<file path="config.mk">
export PLATFORM = sky130hd
export DESIGN_NAME = codec_stream_ctrl
export DESIGN_NICKNAME = d
export VERILOG_FILES = /design/src/rtl/codec_pkg.sv /design/src/rtl/codec_128bit.sv /design/src/rtl/stream_fifo.sv /design/src/rtl/codec_stream_ctrl.sv
export SDC_FILE = /design/constraint.sdc
export NUM_CORES = 2
export LEC_CHECK = 0
export ABC_AREA = 1
export CAP_MARGIN = 30
export CORE_MARGIN = 5
export CORE_UTILIZATION = 64
export DETAILED_ROUTE_END_ITERATION = 7
export PLACE_DENSITY_LB_ADDON = 0.25
export SYNTH_ARGS = -nofsm -noshare
export SYNTH_HDL_FRONTEND = slang
export SYNTH_SLANG_ARGS = --single-unit
</file>
<file path="constraint.sdc">
create_clock -name iCLK -period 62 [get_ports iCLK]
set_input_delay 9.3 -clock iCLK [delete_from_list [all_inputs] [get_ports iCLK]]
set_output_delay 9.3 -clock iCLK [all_outputs]
set_load 0.01 [all_outputs]
</file>
<file path="src/rtl/codec_pkg.sv">
// codec_pkg: shared widths, control states and the GF(2^8) multiply for the 128-bit codec.
package codec_pkg;
  localparam int DATA_W = 128;
  localparam int COEF_W = 8;
  typedef enum logic [1:0] {IDLE, RUN, DRAIN} state_t;
  // GF(2^8) product reduced by x^8+x^4+x^3+x+1
  function automatic logic [7:0] gf_mul(input logic [7:0] a, input logic [7:0] b);
    logic [7:0] p;
    logic [7:0] x;
    p = '0;
    x = a;
    for (int i = 0; i < 8; i++) begin
      p = b[i] ? p ^ x : p;
      x = {x[6:0], 1'b0} ^ (x[7] ? 8'h1b : 8'h00);
    end
    return p;
  endfunction
endpackage

</file>
<file path="src/rtl/codec_128bit.sv">
// codec_128bit: bytewise c1*d1 + c2*d2 over GF(2^8), registered LAT cycles deep.
module codec_128bit import codec_pkg::*; #(
  parameter int LAT = 1
) (
  input  logic              iCLK,
  input  logic              iRST_N,
  input  logic [COEF_W-1:0] iCoefficient1,
  input  logic [COEF_W-1:0] iCoefficient2,
  input  logic [DATA_W-1:0] iData1,
  input  logic [DATA_W-1:0] iData2,
  output logic [DATA_W-1:0] oOutput
);
  logic [DATA_W-1:0] mix;
  logic [DATA_W-1:0] pipe_q [LAT];
  always_comb begin
    mix = '0;
    for (int b = 0; b < DATA_W / 8; b++)
      mix[8*b +: 8] = gf_mul(iCoefficient1, iData1[8*b +: 8]) ^ gf_mul(iCoefficient2, iData2[8*b +: 8]);
  end
  always_ff @(posedge iCLK or negedge iRST_N)
    if (!iRST_N) pipe_q <= '{default: '0};
    else begin
      pipe_q[0] <= mix;
      for (int i = 1; i < LAT; i++) pipe_q[i] <= pipe_q[i-1];
    end
  assign oOutput = pipe_q[LAT-1];
endmodule

</file>
<file path="src/rtl/stream_fifo.sv">
// stream_fifo: synchronous FIFO, power-of-2 depth, async active-low reset.
module stream_fifo #(
  parameter int W = 8,
  parameter int DEPTH = 4
) (
  input  logic                   clk_i,
  input  logic                   rst_ni,
  input  logic                   push_i,
  input  logic                   pop_i,
  input  logic [W-1:0]           din_i,
  output logic [W-1:0]           dout_o,
  output logic                   full_o,
  output logic                   empty_o,
  output logic [$clog2(DEPTH):0] count_o
);
  localparam int AW = $clog2(DEPTH);
  logic [W-1:0] mem_q [DEPTH];
  logic [AW-1:0] wr_q, rd_q;
  logic [AW:0] cnt_q;
  logic wr_en, rd_en;
  assign wr_en = push_i && !full_o;
  assign rd_en = pop_i && !empty_o;
  assign full_o = cnt_q == (AW+1)'(DEPTH);
  assign empty_o = cnt_q == '0;
  assign count_o = cnt_q;
  assign dout_o = mem_q[rd_q];
  always_ff @(posedge clk_i or negedge rst_ni)
    if (!rst_ni) begin
      wr_q <= '0;
      rd_q <= '0;
      cnt_q <= '0;
    end else begin
      wr_q <= wr_q + AW'(wr_en);
      rd_q <= rd_q + AW'(rd_en);
      cnt_q <= cnt_q + (AW+1)'(wr_en) - (AW+1)'(rd_en);
    end
  always_ff @(posedge clk_i)
    if (wr_en) mem_q[wr_q] <= din_i;
endmodule

</file>
<file path="src/rtl/codec_stream_ctrl.sv">
// codec_stream_ctrl: pairs two source streams, codes them with per-packet coefficients
// and buffers results for a backpressured consumer without ever dropping one.
module codec_stream_ctrl import codec_pkg::*; #(
  parameter int IN_DEPTH = 4,
  parameter int OUT_DEPTH = 4,
  parameter int CODEC_LAT = 1
) (
  input  logic              iCLK,
  input  logic              iRST_N,
  input  logic              iCoefLoad,
  input  logic [COEF_W-1:0] iCoefficient1,
  input  logic [COEF_W-1:0] iCoefficient2,
  input  logic              iValid1,
  input  logic              iValid2,
  input  logic [DATA_W-1:0] iData1,
  input  logic [DATA_W-1:0] iData2,
  input  logic              iLast1,
  input  logic              iLast2,
  output logic              oReady1,
  output logic              oReady2,
  output logic              oValid,
  output logic [DATA_W-1:0] oData,
  output logic              oLast,
  input  logic              iReady,
  output logic              oBusy,
  output logic              oErrLast
);
  localparam int CW = $clog2(OUT_DEPTH + CODEC_LAT + 2) + 1;
  state_t state_q, state_d;
  logic [COEF_W-1:0] c1_q, c2_q;
  logic [DATA_W:0] h1, h2, out_head;
  logic [DATA_W-1:0] iss_d1_q, iss_d2_q, codec_out;
  logic [$clog2(OUT_DEPTH):0] out_cnt;
  logic [CODEC_LAT-1:0] trk_v_q, trk_l_q;
  logic [CW-1:0] inflight;
  logic full1, full2, empty1, empty2, out_empty;
  logic iss_v_q, iss_last_q, err_q, issue, pair_last;
  stream_fifo #(.W(DATA_W + 1), .DEPTH(IN_DEPTH)) u_in1 (
    .clk_i(iCLK), .rst_ni(iRST_N), .push_i(iValid1 && oReady1), .pop_i(issue),
    .din_i({iLast1, iData1}), .dout_o(h1), .full_o(full1), .empty_o(empty1), .count_o()
  );
  stream_fifo #(.W(DATA_W + 1), .DEPTH(IN_DEPTH)) u_in2 (
    .clk_i(iCLK), .rst_ni(iRST_N), .push_i(iValid2 && oReady2), .pop_i(issue),
    .din_i({iLast2, iData2}), .dout_o(h2), .full_o(full2), .empty_o(empty2), .count_o()
  );
  stream_fifo #(.W(DATA_W + 1), .DEPTH(OUT_DEPTH)) u_out (
    .clk_i(iCLK), .rst_ni(iRST_N), .push_i(trk_v_q[CODEC_LAT-1]), .pop_i(oValid && iReady),
    .din_i({trk_l_q[CODEC_LAT-1], codec_out}), .dout_o(out_head), .full_o(), .empty_o(out_empty),
    .count_o(out_cnt)
  );
  codec_128bit #(.LAT(CODEC_LAT)) u_codec (
    .iCLK(iCLK), .iRST_N(iRST_N), .iCoefficient1(c1_q), .iCoefficient2(c2_q),
    .iData1(iss_d1_q), .iData2(iss_d2_q), .oOutput(codec_out)
  );
  // Results still travelling through the issue register and codec hold an output slot.
  always_comb begin
    inflight = CW'(iss_v_q);
    for (int i = 0; i < CODEC_LAT; i++) inflight = inflight + CW'(trk_v_q[i]);
  end
  assign pair_last = h1[DATA_W] | h2[DATA_W];
  assign issue = state_q == RUN && !empty1 && !empty2 && CW'(out_cnt) + inflight < CW'(OUT_DEPTH);
  always_ff @(posedge iCLK or negedge iRST_N)
    if (!iRST_N) state_q <= IDLE;
    else state_q <= state_d;
  always_comb
    state_d = state_q == IDLE ? (iCoefLoad ? RUN : IDLE) :
              state_q == RUN ? (issue && pair_last ? DRAIN : RUN) :
              (inflight == '0 && out_empty ? IDLE : DRAIN);
  always_comb begin
    oReady1 = state_q == RUN && !full1;
    oReady2 = state_q == RUN && !full2;
    oBusy = state_q != IDLE;
    oValid = !out_empty;
    oLast = oValid && out_head[DATA_W];
    oData = oValid ? out_head[DATA_W-1:0] : '0;
    oErrLast = err_q;
  end
  always_ff @(posedge iCLK or negedge iRST_N)
    if (!iRST_N) begin
      c1_q <= '0;
      c2_q <= '0;
      iss_v_q <= 1'b0;
      iss_last_q <= 1'b0;
      trk_v_q <= '0;
      trk_l_q <= '0;
      err_q <= 1'b0;
    end else begin
      c1_q <= state_q == IDLE && iCoefLoad ? iCoefficient1 : c1_q;
      c2_q <= state_q == IDLE && iCoefLoad ? iCoefficient2 : c2_q;
      iss_v_q <= issue;
      iss_last_q <= pair_last;
      trk_v_q <= (trk_v_q << 1) | CODEC_LAT'(iss_v_q);
      trk_l_q <= (trk_l_q << 1) | CODEC_LAT'(iss_last_q);
      err_q <= err_q | (issue && h1[DATA_W] != h2[DATA_W]);
    end
  always_ff @(posedge iCLK)
    if (issue) begin
      iss_d1_q <= h1[DATA_W-1:0];
      iss_d2_q <= h2[DATA_W-1:0];
    end
endmodule
</file>
==> flow_summary.ini <==
[detailed_routing]
routed_wl_um = 340000
drtPass1Iterations = 8
wl_met1_um = 127000
vias = 80000
drcViolationCount = 0
wl_per_cell_um = 25.8
routed-wl-met3_um = 43300
vias_per_cell = 6.08
top_layer = met5
drt-initial-drc-count = 12500
ant_nets = 0
met2_length_um = 148000

[place]
dp_hpwl_um = 227000
port_buffers = 413
place_area_um2 = 108000
gp_congestion = 1.02
pre_cts_slack_ps = 48900

[clocking]
clock_latency_ps = 880
hold_buffers = 0
cts_sinks = 1976
numCtsBuffers = 187
cts_tree = done
root_buffer = clkbuf_16
htreeDepth = 4
clockBufferDepth = 3
cts_resized = 0
path_clk_slew_ps = 60
post_cts.repair.setup_buffers = 0

[logic_synthesis]
postSynthAreaPerCell_um2 = 9.56
synth_nets = 11000
synth-edff-count = 1804
synth_cells = 10700
synth_seq_cells = 1976
synth_area_um2 = 103000
ys_warn_count = 0
synthArstFlopShare_pct = 8.70
ys_seq_area_share_pct = 57.0
synth-main-ff-cell = edfxtp_1
synth_cell_types = 44

[sta]
fin_ws_ps = 47800
grt_setup_unrepaired = no
setup_viol = 0
finalClockSkew_ps = 64.1
drv_slew = 0
hold_violations = 0
relSlewSlack_pct = 23.5
finalCriticalPeriod_ps = 14200
fmax_mhz = 70.4
fin_crit_sh_pct = 22.9
tightest_slew_ps = 1150
finalSetupTns_ps = 0

[grt]
track_usage_pct = 39.6
grt-ovfl-total = 0
grt_pass1_vias = 73700
grt_max_degree = 206
grt_pass1_wl_um = 487000
antenna_found_initial = 34

[cells_and_area]
drive_gt1_share_pct = 5.19
final_common_cell = nand2_1
nets = 11200
layout_common_cells = nand2_1, nor2_1, edfxtp_1
design_area_um2 = 115000
syn_to_final_growth_pct = 11.7

[critical_path]
end_kind = output pin
cp_max_fo = 90
worst_setup_path_start_kind = register
cp_data_arrival_time_ps = 4900
critPathRequiredTime_ps = 52700
crit_type = reg2out

[floorplan]
io_pins = 414
die_w_um = 410
fp-row-count = 147
initial_utilization_pct = 64.1
core_um2 = 160000
die-area_um2 = 168000
die_h_um = 410

[run_status]
status = finished clean

[job]
drv_cap = 0

[worst_hold_path]
hold_class = reg2reg
## through the flow
step / utilization, % / hold WS [ps] / std cells
CTS: 71.5 / 411 / 13100
global route: 71.6 / 419 / 13100
floorplan: - / 331 / 10700
detailed placement: 67.5 / 381 / 12800
finish: 71.6 / 412 / 13200
global placement: 67.4 / 334 / 12800
## sequential cells by signal, summed over array words and instances (netlist names), 8 cells and up
| register | count |
|---|---|
| c1_q | 8 |
| c2_q | 8 |
| iss_d1_q | 128 |
| iss_d2_q | 128 |
| u_codec.oOutput | 128 |
| u_in1.mem_q | 516 |
| u_in2.mem_q | 516 |
| u_out.mem_q | 516 |
## cell families (layout without fill, tap and decap cells)
group / count (synthesis) / count (layout) / synth area share, %
buffers and inverters: 1236 / 1569 / 4.99
other: 0 / 12 / 0
DFF: 1976 / 1976 / 57.0
adders and majority gates: 19 / 19 / 0.254
xor gates and xnor gates: 1492 / 1492 / 12.8
AOI/OAI and AO/OA: 1259 / 1259 / 6.51
and+or+nand+nor: 4747 / 4747 / 18.4
## path summary, 6_finish.rpt
path	start	to	slack [ps]	cells past startpoint
setup / recovery	u_out.rd_q[0]$_DFF_PN0_	oData[37]	47800	7
hold / removal	iss_last_q$_DFF_PN0_	trk_l_q$_DFF_PN0_	410	0
setup reg to reg	c1_q[6]$_DFFE_PN0P_	u_codec.oOutput[17]$_DFF_PN0_	55850	15
hold reg to reg	iss_last_q$_DFF_PN0_	trk_l_q$_DFF_PN0_	410	0
max in group asynchronous	iRST_N	u_out.rd_q[0]$_DFF_PN0_	51330	3
min in group asynchronous	iRST_N	u_in2.wr_q[0]$_DFF_PN0_	8450	1
## worst max-delay path: stages (launching register included)
cell and delay [ps]:
dfrtp_4 1050, buf_4 810, buf_4 770, nor2_1 150
nor2_1 170, o21ai_0 170, a21oi_1 220, clkdlybuf4s50_1 570
## metal layers
layer	global-route usage [%]	vias up
met5	0	-
met3	8.01	899
met2	59.2	5515
met1	55.6	38200
li1	-	35400
met4	20.6	8
## synthesized netlist by cell type (42+ instances only)
master / number / area [um2]
nand2_1: 2384 / 8950
nor2_1: 1856 / 6970
edfxtp_1: 1804 / 54200
xor2_1: 845 / 7400
o21ai_0: 815 / 4080
inv_1: 665 / 2500
xnor2_1: 639 / 5600
clkbuf_1: 336 / 1260
o22ai_1: 266 / 1660
nand3_1: 263 / 1320
dfrtp_1: 172 / 4300
a21oi_1: 147 / 736
buf_2: 116 / 581
nand3b_1: 80 / 601
buf_4: 42 / 315
## area by class of cell
cell class / count / area (um2)
tap: 2086 / 2610
fill: 11100 / 45400
multi-input combinational: 7517 / 39100
antenna: 12 / 30.0
inverter: 693 / 2630
clock inverter: 102 / 1260
clock buffer: 251 / 5260
timing repair buffer: 523 / 5180
sequential: 1976 / 58500
Power is not shown: default switching activity piles up to over one toggle a cycle in this logic, so the estimate is an artifact.
